[src/rtl/encoder_scheduler_pkg.sv]
// Shared constants and types for the 18->21 systematic encoder and its scheduler.
package enc_pkg;

  localparam int MSG_W = 18;
  localparam int CW_W  = 21;
  localparam int PAR_W = 3;

  typedef enum logic [1:0] {
    IDLE,
    ENC,
    OUT
  } enc_state_t;

  typedef logic [MSG_W-1:0] message_t;
  typedef logic [CW_W-1:0]  codeword_t;

endpackage

[src/rtl/encoder_scheduler_if.sv]
// Request and codeword handshake bundle between sources, scheduler and sink.
interface encoder_scheduler_if #(
  parameter int MSG_W = 18,
  parameter int CW_W  = 21
);

  logic             req0_valid;
  logic [MSG_W-1:0] req0_msg;
  logic             req0_ready;
  logic             req1_valid;
  logic [MSG_W-1:0] req1_msg;
  logic             req1_ready;
  logic             cw_valid;
  logic [CW_W-1:0]  cw_data;
  logic             cw_src;
  logic             cw_ready;

  modport master (
    output req0_valid, req0_msg, req1_valid, req1_msg, cw_ready,
    input  req0_ready, req1_ready, cw_valid, cw_data, cw_src
  );

  modport slave (
    input  req0_valid, req0_msg, req1_valid, req1_msg, cw_ready,
    output req0_ready, req1_ready, cw_valid, cw_data, cw_src
  );

endinterface

[src/rtl/encoder_scheduler_encoder.sv]
// Combinational systematic encoder: message bits pass through, low bits repeat as parity.
module encoder
  import enc_pkg::*;
(
  input  message_t  b,
  output codeword_t c
);

  assign c = {b[PAR_W-1:0], b};

endmodule

[src/rtl/encoder_scheduler.sv]
// Round-robin scheduler feeding two message sources through one shared encoder.
module encoder_scheduler #(
  parameter int MSG_W = 18,
  parameter int CW_W  = 21,
  parameter int CNT_W = 16
) (
  input  logic                 clk,
  input  logic                 rst_n,
  input  logic                 enc_en,
  encoder_scheduler_if.slave   bus,
  output logic [CNT_W-1:0]     cw_count,
  output logic                 busy
);
  import enc_pkg::*;

  enc_state_t       state, state_nxt;
  logic             last_grant;
  logic [MSG_W-1:0] msg_q;
  logic [CW_W-1:0]  cw_q;
  logic             src_q;
  codeword_t        enc_c;

  logic             prefer;
  logic             prefer_valid;
  logic             any_valid;
  logic             grant;
  logic             accept;

  encoder u_encoder (
    .b (msg_q),
    .c (enc_c)
  );

  // The source that did not win last time gets first refusal.
  always_comb begin
    prefer       = ~last_grant;
    prefer_valid = prefer ? bus.req1_valid : bus.req0_valid;
    any_valid    = bus.req0_valid | bus.req1_valid;
    grant        = prefer_valid ? prefer : ~prefer;
    accept       = (state == IDLE) & enc_en & any_valid;
  end

  always_comb begin
    state_nxt = state;
    case (state)
      IDLE:    if (accept) state_nxt = ENC;
      ENC:     state_nxt = OUT;
      OUT:     if (bus.cw_ready) state_nxt = IDLE;
      default: state_nxt = IDLE;
    endcase
  end

  always_ff @(posedge clk or negedge rst_n) begin
    if (!rst_n) begin
      state      <= IDLE;
      last_grant <= 1'b1;
      msg_q      <= '0;
      cw_q       <= '0;
      src_q      <= 1'b0;
      cw_count   <= '0;
    end else begin
      state <= state_nxt;
      if (accept) begin
        msg_q      <= grant ? bus.req1_msg : bus.req0_msg;
        src_q      <= grant;
        last_grant <= grant;
      end
      if (state == ENC)
        cw_q <= enc_c;
      if (state == OUT && bus.cw_ready)
        cw_count <= cw_count + CNT_W'(1);
    end
  end

  assign bus.req0_ready = accept & ~grant;
  assign bus.req1_ready = accept & grant;
  assign bus.cw_valid   = (state == OUT);
  assign bus.cw_data    = cw_q;
  assign bus.cw_src     = src_q;
  assign busy           = (state != IDLE);

endmodule
[src/flat_wrapper.sv]
// flat-port wrapper written by rule: the top's interface ports become plain ports
module encoder_scheduler_flat import enc_pkg::*;
#(
  parameter int MSG_W = 18,
  parameter int CW_W  = 21,
  parameter int CNT_W = 16
)
  (clk, rst_n, enc_en, cw_count, busy, bus_req0_valid, bus_req0_msg, bus_req1_valid, bus_req1_msg, bus_cw_ready, bus_req0_ready, bus_req1_ready, bus_cw_valid, bus_cw_data, bus_cw_src);
  encoder_scheduler_if #(.MSG_W(MSG_W), .CW_W(CW_W)) bus_i ();
  input  logic clk;
  input  logic rst_n;
  input  logic enc_en;
  output logic [CNT_W-1:0] cw_count;
  output logic busy;
  input wire logic [$bits(bus_i.req0_valid)-1:0] bus_req0_valid;
  input wire logic [$bits(bus_i.req0_msg)-1:0] bus_req0_msg;
  input wire logic [$bits(bus_i.req1_valid)-1:0] bus_req1_valid;
  input wire logic [$bits(bus_i.req1_msg)-1:0] bus_req1_msg;
  input wire logic [$bits(bus_i.cw_ready)-1:0] bus_cw_ready;
  output wire logic [$bits(bus_i.req0_ready)-1:0] bus_req0_ready;
  output wire logic [$bits(bus_i.req1_ready)-1:0] bus_req1_ready;
  output wire logic [$bits(bus_i.cw_valid)-1:0] bus_cw_valid;
  output wire logic [$bits(bus_i.cw_data)-1:0] bus_cw_data;
  output wire logic [$bits(bus_i.cw_src)-1:0] bus_cw_src;
  assign bus_i.req0_valid = bus_req0_valid;
  assign bus_i.req0_msg = bus_req0_msg;
  assign bus_i.req1_valid = bus_req1_valid;
  assign bus_i.req1_msg = bus_req1_msg;
  assign bus_i.cw_ready = bus_cw_ready;
  assign bus_req0_ready = bus_i.req0_ready;
  assign bus_req1_ready = bus_i.req1_ready;
  assign bus_cw_valid = bus_i.cw_valid;
  assign bus_cw_data = bus_i.cw_data;
  assign bus_cw_src = bus_i.cw_src;
  encoder_scheduler #(.MSG_W(MSG_W), .CW_W(CW_W), .CNT_W(CNT_W)) u_core (.clk(clk), .rst_n(rst_n), .enc_en(enc_en), .bus(bus_i), .cw_count(cw_count), .busy(busy));
endmodule
[config.mk]
export PLATFORM = sky130hd
export DESIGN_NAME = encoder_scheduler_flat
export DESIGN_NICKNAME = d
export VERILOG_FILES = /design/src/rtl/encoder_scheduler_pkg.sv /design/src/rtl/encoder_scheduler_if.sv /design/src/rtl/encoder_scheduler_encoder.sv /design/src/rtl/encoder_scheduler.sv /design/src/flat_wrapper.sv
export SDC_FILE = /design/constraint.sdc
export NUM_CORES = 1
export LEC_CHECK = 0
export CELL_PAD_IN_SITES_DETAIL_PLACEMENT = 0
export CELL_PAD_IN_SITES_GLOBAL_PLACEMENT = 1
export CORE_MARGIN = 1.5
export CORE_UTILIZATION = 40
export CTS_CLUSTER_DIAMETER = 60
export DETAILED_ROUTE_END_ITERATION = 8
export DONT_BUFFER_PORTS = 1
export PLACE_DENSITY_LB_ADDON = 0.1
export RECOVER_POWER = 25
export SYNTH_ARGS = -nofsm -noshare
export SYNTH_HDL_FRONTEND = slang
export SYNTH_SLANG_ARGS = --single-unit
[constraint.sdc]
create_clock -name clk -period 1.9 [get_ports clk]
set_input_delay 0.475 -clock clk [delete_from_list [all_inputs] [get_ports clk]]
set_output_delay 0.475 -clock clk [all_outputs]
set_load 0.01 [all_outputs]
==> results of run 1 <==
## cells by family (layout without fill, tap and decap cells)
group	Yosys count	in the layout	share of synthesized area
adder cells (fa/ha/maj)	1	1	0.00531
flip-flops	56	56	0.595
buffers and inverters	31	35	0.0722
XOR/XNOR	15	15	0.0558
AO/OA/AOI/OAI	20	20	0.0823
AND/OR/NAND/NOR	35	37	0.0982
multiplexers	19	19	0.0908
## area by class of cell
cell class	count	share of cell area
Tap cell	72	0.0349
Multi-Input combinational cell	92	0.313
Sequential cell	56	0.543
Inverter	21	0.0305
Timing Repair Buffer	6	0.0165
Clock buffer	5	0.0266
Clock inverter	3	0.0349
## stage by stage
step                      cell area (µm²)  cells  utilization
after CTS                            2570    252        0.459
after global placement               2380    243        0.425
after global routing                 2580    255        0.461
after floorplan                      2360    177            -
after detailed placement             2380    243        0.425
final                                2580    255        0.461
## power breakdown
| group | total (µW) | internal (µW) | switching, µW |
|---|---|---|---|
| Sequential | 2070 | 1620 | 449 |
| Combinational | 774 | 422 | 352 |
| Clock | 1030 | 658 | 369 |
## worst max-delay path by stage
stage | from | endpoint | slack [ns] | cells after the start
after floorplan | enc_en | bus_req1_ready | 0.31 | 4
after global placement | enc_en | bus_req1_ready | 0.24 | 2
after detailed placement | enc_en | u_core.msg_q[14] | 0.18 | 5
after CTS | u_core.state[0] | bus_req0_ready | -0.008 | 2
after global routing | u_core.state[0] | bus_req1_ready | 0.01 | 2
final | u_core.state[0] | bus_req1_ready | 0.1 | 2
## flip-flops by register name, summed over array words and instances, names as in the netlist
| register | cells |
|---|---|
| u_core.bus.cw_data | 18 |
| u_core.msg_q | 18 |
| u_core.cw_count | 16 |
| u_core.state | 2 |
| u_core.bus.cw_src | 1 |
| u_core.last_grant | 1 |
## what timing repair did
action                     in CTS  in global routing
setup endpoints to repair       2                  2
pin swaps                       0                  2
gates resized for setup         1                  2
hold buffers                    1                  0
gates cloned                    0                  2
buffers inserted                0                  1
hold endpoints to repair       56                  0
## metal layers
layer	wire length, µm	up-vias
li1	-	639
met1	2110	744
met2	2390	59
met3	347	2
met4	25	0
met5	0	-
## placed cells by master (no fill, tap or decap)
cell type	instances
and3_4	2
nor2_1	7
or2b_1	1
buf_4	5
bufinv_16	3
nand2_1	6
xor2_1	5
nand4b_1	1
ha_1	1
dfrtp_1	55
nor4_4	1
nand3_1	3
nand2b_1	2
nand4_1	4
nor4_1	1
and4_1	1
nor3_1	1
o21ai_2	1
a222oi_1	18
or2_2	1
nand3b_4	1
clkbuf_8	5
dfstp_2	1
and3_1	1
nor3b_4	1
and3_2	2
inv_1	21
clkbuf_2	1
mux2_1	2
mux2_2	17
o21ai_0	1
xnor2_1	10
nor3_2	1
==> summary.md, run 1 <==
| Metric | Value |
|---|---|
| Status | `finished clean` |
| CORE AREA | `around 0.0056 mm²` |
| TritonCTS Sinks | `56` |
| Worst Hold Launch | `bus_cw_ready` |
| Synth top area share | `0.584` |
| CTS tree | `done` |
| Reg2reg path depth | `5` |
| Post-Syn Nets | `220` |
| Max_cap viols | `0` |
| Met1 usage | `0.181` |
| CP top delay family | `simple AND/OR/NAND/NOR gates` |
| Rows | `27` |
| IO Port Bufs | `0` |
| Worst Hold Path EP | `u_core.state[1]` |
| Global-route wire length before repair | `7.25 mm` |
| Cells after Synth | `around 180` |
| Met3 usage | `0.0560` |
| Synth Flop Type | `dfrtp_1` |
| I/O pins | `84` |
| Chip height | `~80 µm` |
| WP data required | `~1.4 ns` |
| Area of the multi-input gates | `approximately 800 µm²` |
| Most common cell in the netlist | `dfrtp_1` |
| Met2 usage | `0.251` |
| Worst EP arrival | `1.33 ns` |
| H-Tree Depth | `2` |
| R2R setup slack | `0.20 ns` |
| HP Class | `input port to register` |
| Root Driver | `clkbuf_8` |
| WL final | `between 4 and 5 mm` |
| Top post-synthesis cells by area | `dfrtp_1, mux2_2, a222oi_1` |
| Post-route setup TNS | `0 ns` |
| Crit Path Class | `register to output pin` |
| Vias | `about 1400` |
| Worst-path clk slew | `around 0.1 ns` |
| CP Capture Type | `output pin` |
| Chip width | `~80 µm` |
| CP peak stage delay | `approximately 0.47 ns` |
| GRT overflow | `0` |
| Layout area overhead | `9.61%` |
| Final worst setup slack | `between 0.09 and 0.1 ns` |
| P_leak | `approximately 0.0013 µW` |
| Buffer depth of the longest clock path | `2` |
| Starting Density | `0.420` |
| Total Routing Usage GR | `0.150` |
| Initial antenna violation count | `0` |
| Critical Path Start Type | `register` |
| Fin nets | `~230` |
| RD Place Congestion | `roughly 0.76` |
| Actual slew at the worst max-slew pin | `roughly 1.4 ns` |
| Post-synth EDFFs | `0` |
| RSZ-0062 raised after global routing | `no` |
| Clock skew | `0.00476 ns` |
| Hold slack | `between 0.2 and 0.3 ns` |
| WP buf/inv | `0` |
| Routed Antenna Nets | `0` |
| Insertion delay to the later sink of the worst-skew pair | `roughly 0.30 ns` |
| Die area | `around 0.0064 mm²` |
| Ratio of final minimum period to clock period | `0.950` |
| N_diodes | `0` |
| Largest net degree at the start of global routing | `57` |
| GRT busiest layer | `met2` |
| Hold depth | `1` |
| Synth unique cells | `31` |
| Async set or reset register ratio after synthesis | `1.00` |
| VDD IR max | `~0.56 mV` |
| Fin. Hold Viols | `0` |
| Post-synthesis register bit count | `56` |
| Routed len/inst | `19.1 µm` |
| DR pass1 iterations | `4` |
| Place WS | `~0.18 ns` |
| Number of global-route vias before repair | `between 1000 and 1500` |
| Max Transition Viols Final | `0` |
| Pwr Total | `approximately 3900 µW` |
| Sequential-to-total area share from yosys stat | `0.595` |
| Number of filler cells placed in the layout | `534` |
| Final setup viols | `0` |
| Peak Freq | `about 550 MHz` |
| Yosys top cell by area | `dfrtp_1` |
| Via/cell ratio | `about 5.7` |
| Synth cell count leaders | `dfrtp_1, inv_1, a222oi_1, mux2_2, xnor2_1` |
| DRC violations left | `0` |
| Syn Area/Cell | `between 10 and 15 µm²` |
| Pwr/cell area | `roughly 1500 mW/mm²` |
| CP max stage cell | `dfrtp_1` |
| Layout cells sized above 1 | `0.230` |
| Worst rel slew slack | `0.0927` |
| Cell Chain, Critical Path | `nor3b_4, and3_4` |
| Synthesized cell area | `about 0.0024 mm²` |
| Max Fanout on Critical Path | `10` |
| CTS Buf Count | `5` |
| R2R Path End | `u_core.msg_q[8]` |
| Yosys warns | `0` |
| Launch point of the worst reg-to-reg path | `u_core.state[0]` |
| Placed wire-length estimate | `about 3.2 mm` |
| Min Tclk post-route | `between 1.5 and 2 ns` |
| DRT iter0 DRCs | `91` |
| Seq. cell area | `0.00140 mm²` |
(Power assumes the default switching activity.)
==> run 2, diff against run 1 <==
Settings changed: CORE_UTILIZATION 40 to 35, DONT_BUFFER_PORTS 1 to not set.
==> run 2 against run 1 <==
  * The flow now finishes with violations (design-rule violations)
  * Hold slack better by 0.19 ns
  * Critical path depth rose by 2
  * Non-clock buffer count grew 96
  * Final cell count grew 39%
  * Sequential cell count stayed put
  * Global-route usage shrank 0.38 points
  * Core utilization increased by 7.3 points
  * Fmax is 1.8% lower
  * Critical path type unchanged
  * Combinational power increased by 100%
==> summary.md, run 2 (synthesis results as in run 1) <==
| Metric | Value |
|---|---|
| Pwr/cell area | `1210 mW/mm²` |
| H-Tree Depth | `2` |
| Max Fanout on Critical Path | `2` |
| CP Capture Type | `output pin` |
| Reg2reg path depth | `8` |
| Pwr Total | `about 4100 µW` |
| Ratio of final minimum period to clock period | `0.967` |
| CORE AREA | `about 0.0064 mm²` |
| Launch point of the worst reg-to-reg path | `u_core.state[0]` |
| Hold depth | `1` |
| Routed len/inst | `~15 µm` |
| HP Class | `register to register` |
| Die area | `0.00723 mm²` |
| CTS tree | `done` |
| Layout cells sized above 1 | `0.206` |
| WL final | `5.17 mm` |
| Insertion delay to the later sink of the worst-skew pair | `just under 0.3 ns` |
| Number of global-route vias before repair | `around 1700` |
| IO Port Bufs | `between 80 and 90` |
| Starting Density | `0.367` |
| Most common cell after layout, fill and taps aside | `clkdlybuf4s50_1` |
| Most frequent cells in the layout | `clkdlybuf4s50_1, dfrtp_1, inv_1` |
| N_diodes | `0` |
| WP data required | `about 1.4 ns` |
| Worst EP arrival | `between 1 and 1.5 ns` |
| Rows | `29` |
| Chip height | `85.0 µm` |
| P_leak | `0.00161 µW` |
| Largest net degree at the start of global routing | `57` |
| Layout area overhead | `45.5%` |
| Critical Path Start Type | `register` |
| Worst rel slew slack | `0.0844` |
| TritonCTS Sinks | `56` |
| Placed wire-length estimate | `between 3 and 4 mm` |
| Via/cell ratio | `approximately 4.8` |
| DRT iter0 DRCs | `between 100 and 150` |
| RD Place Congestion | `about 0.73` |
| Number of filler cells placed in the layout | `~580` |
| Actual slew at the worst max-slew pin | `around 1.4 ns` |
| Routed Antenna Nets | `0` |
| Max_cap viols | `0` |
| Worst Hold Path EP | `u_core.cw_count[15]` |
| Power Internal | `2920 µW` |
| Place WS | `-0.568 ns` |
| Final setup viols | `0` |
| Worst Hold Launch | `u_core.cw_count[15]` |
| R2R setup slack | `around 0.23 ns` |
| Global-route wire length before repair | `around 8.5 mm` |
| Vias | `~1700` |
| Combinational share of power | `0.379` |
| Fin nets | `between 300 and 400` |
| Buffer depth of the longest clock path | `2` |
| DR pass1 iterations | `7` |
| Final worst setup slack | `0.0622 ns` |
| Crit Path Class | `register to output pin` |
| CTS Buf Count | `5` |
| Worst-path clk slew | `0.09 ns` |
| Clk pwr share | `0.167` |
| Switching share of power | `0.295` |
| DRC violations left | `5` |
| VDD IR max | `approximately 0.53 mV` |
| Fin. Hold Viols | `0` |
| Total Routing Usage GR | `0.147` |
| GRT overflow | `0` |
| Chip width | `85.0 µm` |
| Min Tclk post-route | `approximately 1.8 ns` |
| I/O pins | `between 80 and 90` |
| Failing checks | `design-rule violations` |
| Post-CTS Hold Fix Bufs | `0` |
| Reg power frac | `0.454` |
| Peak Freq | `544 MHz` |
| Status | `finished with violations` |
| Clock skew | `about 0.0059 ns` |
| Root Driver | `clkbuf_8` |
| Initial antenna violation count | `0` |
| P_sw | `about 1200 µW` |
| Max Transition Viols Final | `0` |
| R2R Path End | `u_core.msg_q[12]` |
| RSZ-0062 raised after global routing | `yes` |
==> run 2: cell count changes in the layout (fill, tap and decap cells not counted) <==
cell / delta
and3_2: -2
buf_2: +3
buf_4: +12
buf_6: +2
bufinv_16: -3
clkbuf_1: +1
clkbuf_2: +1
clkbuf_8: +2
clkdlybuf4s50_1: +77
dlygate4sd2_1: +1
==> run 2: worst max path at each step <==
stage                          from             end  slack (ns)  depth (start not counted)
floorplan                    enc_en  bus_req1_ready        0.31                          4
global placement             enc_en  bus_req1_ready       -0.57                          4
detailed placement           enc_en  bus_req1_ready       -0.57                          4
CTS                 u_core.state[1]            busy       0.004                          3
global route        u_core.state[0]  bus_req1_ready       -0.03                          4
finish              u_core.state[0]  bus_req1_ready        0.06                          4
==> run 2: layer usage <==
layer	routed length, µm	vias up	share of wire	GRT usage
li1	-	823	-	-
met1	2410	829	0.47	0.200
met2	2350	57	0.45	0.232
met3	386	2	0.075	0.0389
met4	25	0	0.0048	0.0402
met5	0	-	0	0
==> run 2: power groups by stage <==
stage          clock [µW]  combinational, µW  sequential (µW)
4_1_cts               727               1600             1890
5_1_grt               765               1700             1950
2_1_floorplan           0                694             1980
6_report              693               1570             1880
3_3_place_gp            0               1560             1900
3_5_place_dp            0               1580             1900
==> run 2: layout make-up <==
class                      instances  area, µm²  area share
clock buffer                       8        100      0.0292
inverter                          21       78.8      0.0230
multi-input combinational         90        795       0.232
sequential                        56       1400       0.409
tap                               77       96.3      0.0281
timing repair buffer             102        955       0.279
==> run 2: through the flow <==
| stage | hold WS, ns | std cells | util | setup TNS (ns) | instance area [µm²] |
|---|---|---|---|---|---|
| floorplan | 0.179 | 177 | - | 0 | 2360 |
| global placement | 0.460 | 343 | 0.517 | -2.48 | 3320 |
| detailed placement | 0.465 | 343 | 0.517 | -3.01 | 3320 |
| CTS | 0.172 | 353 | 0.536 | 0 | 3440 |
| global route | 0.506 | 354 | 0.534 | -0.0340 | 3430 |
| finish | 0.470 | 354 | 0.534 | 0 | 3430 |
==> run 2: repair_timing <==
action                                  CTS  global route
endpoints found under the setup margin    4             3
cloned                                    0             0
resized for setup                        17             3
pin swaps                                 1             1
setup buffers                             2             1
==> run 2: worst max-delay path: stages, from the launching register on <==
cell and delay, ns:
dfrtp_1 0.41, nor3b_4 0.23, buf_4 0.15, and3_4 0.18, buf_6 0.10
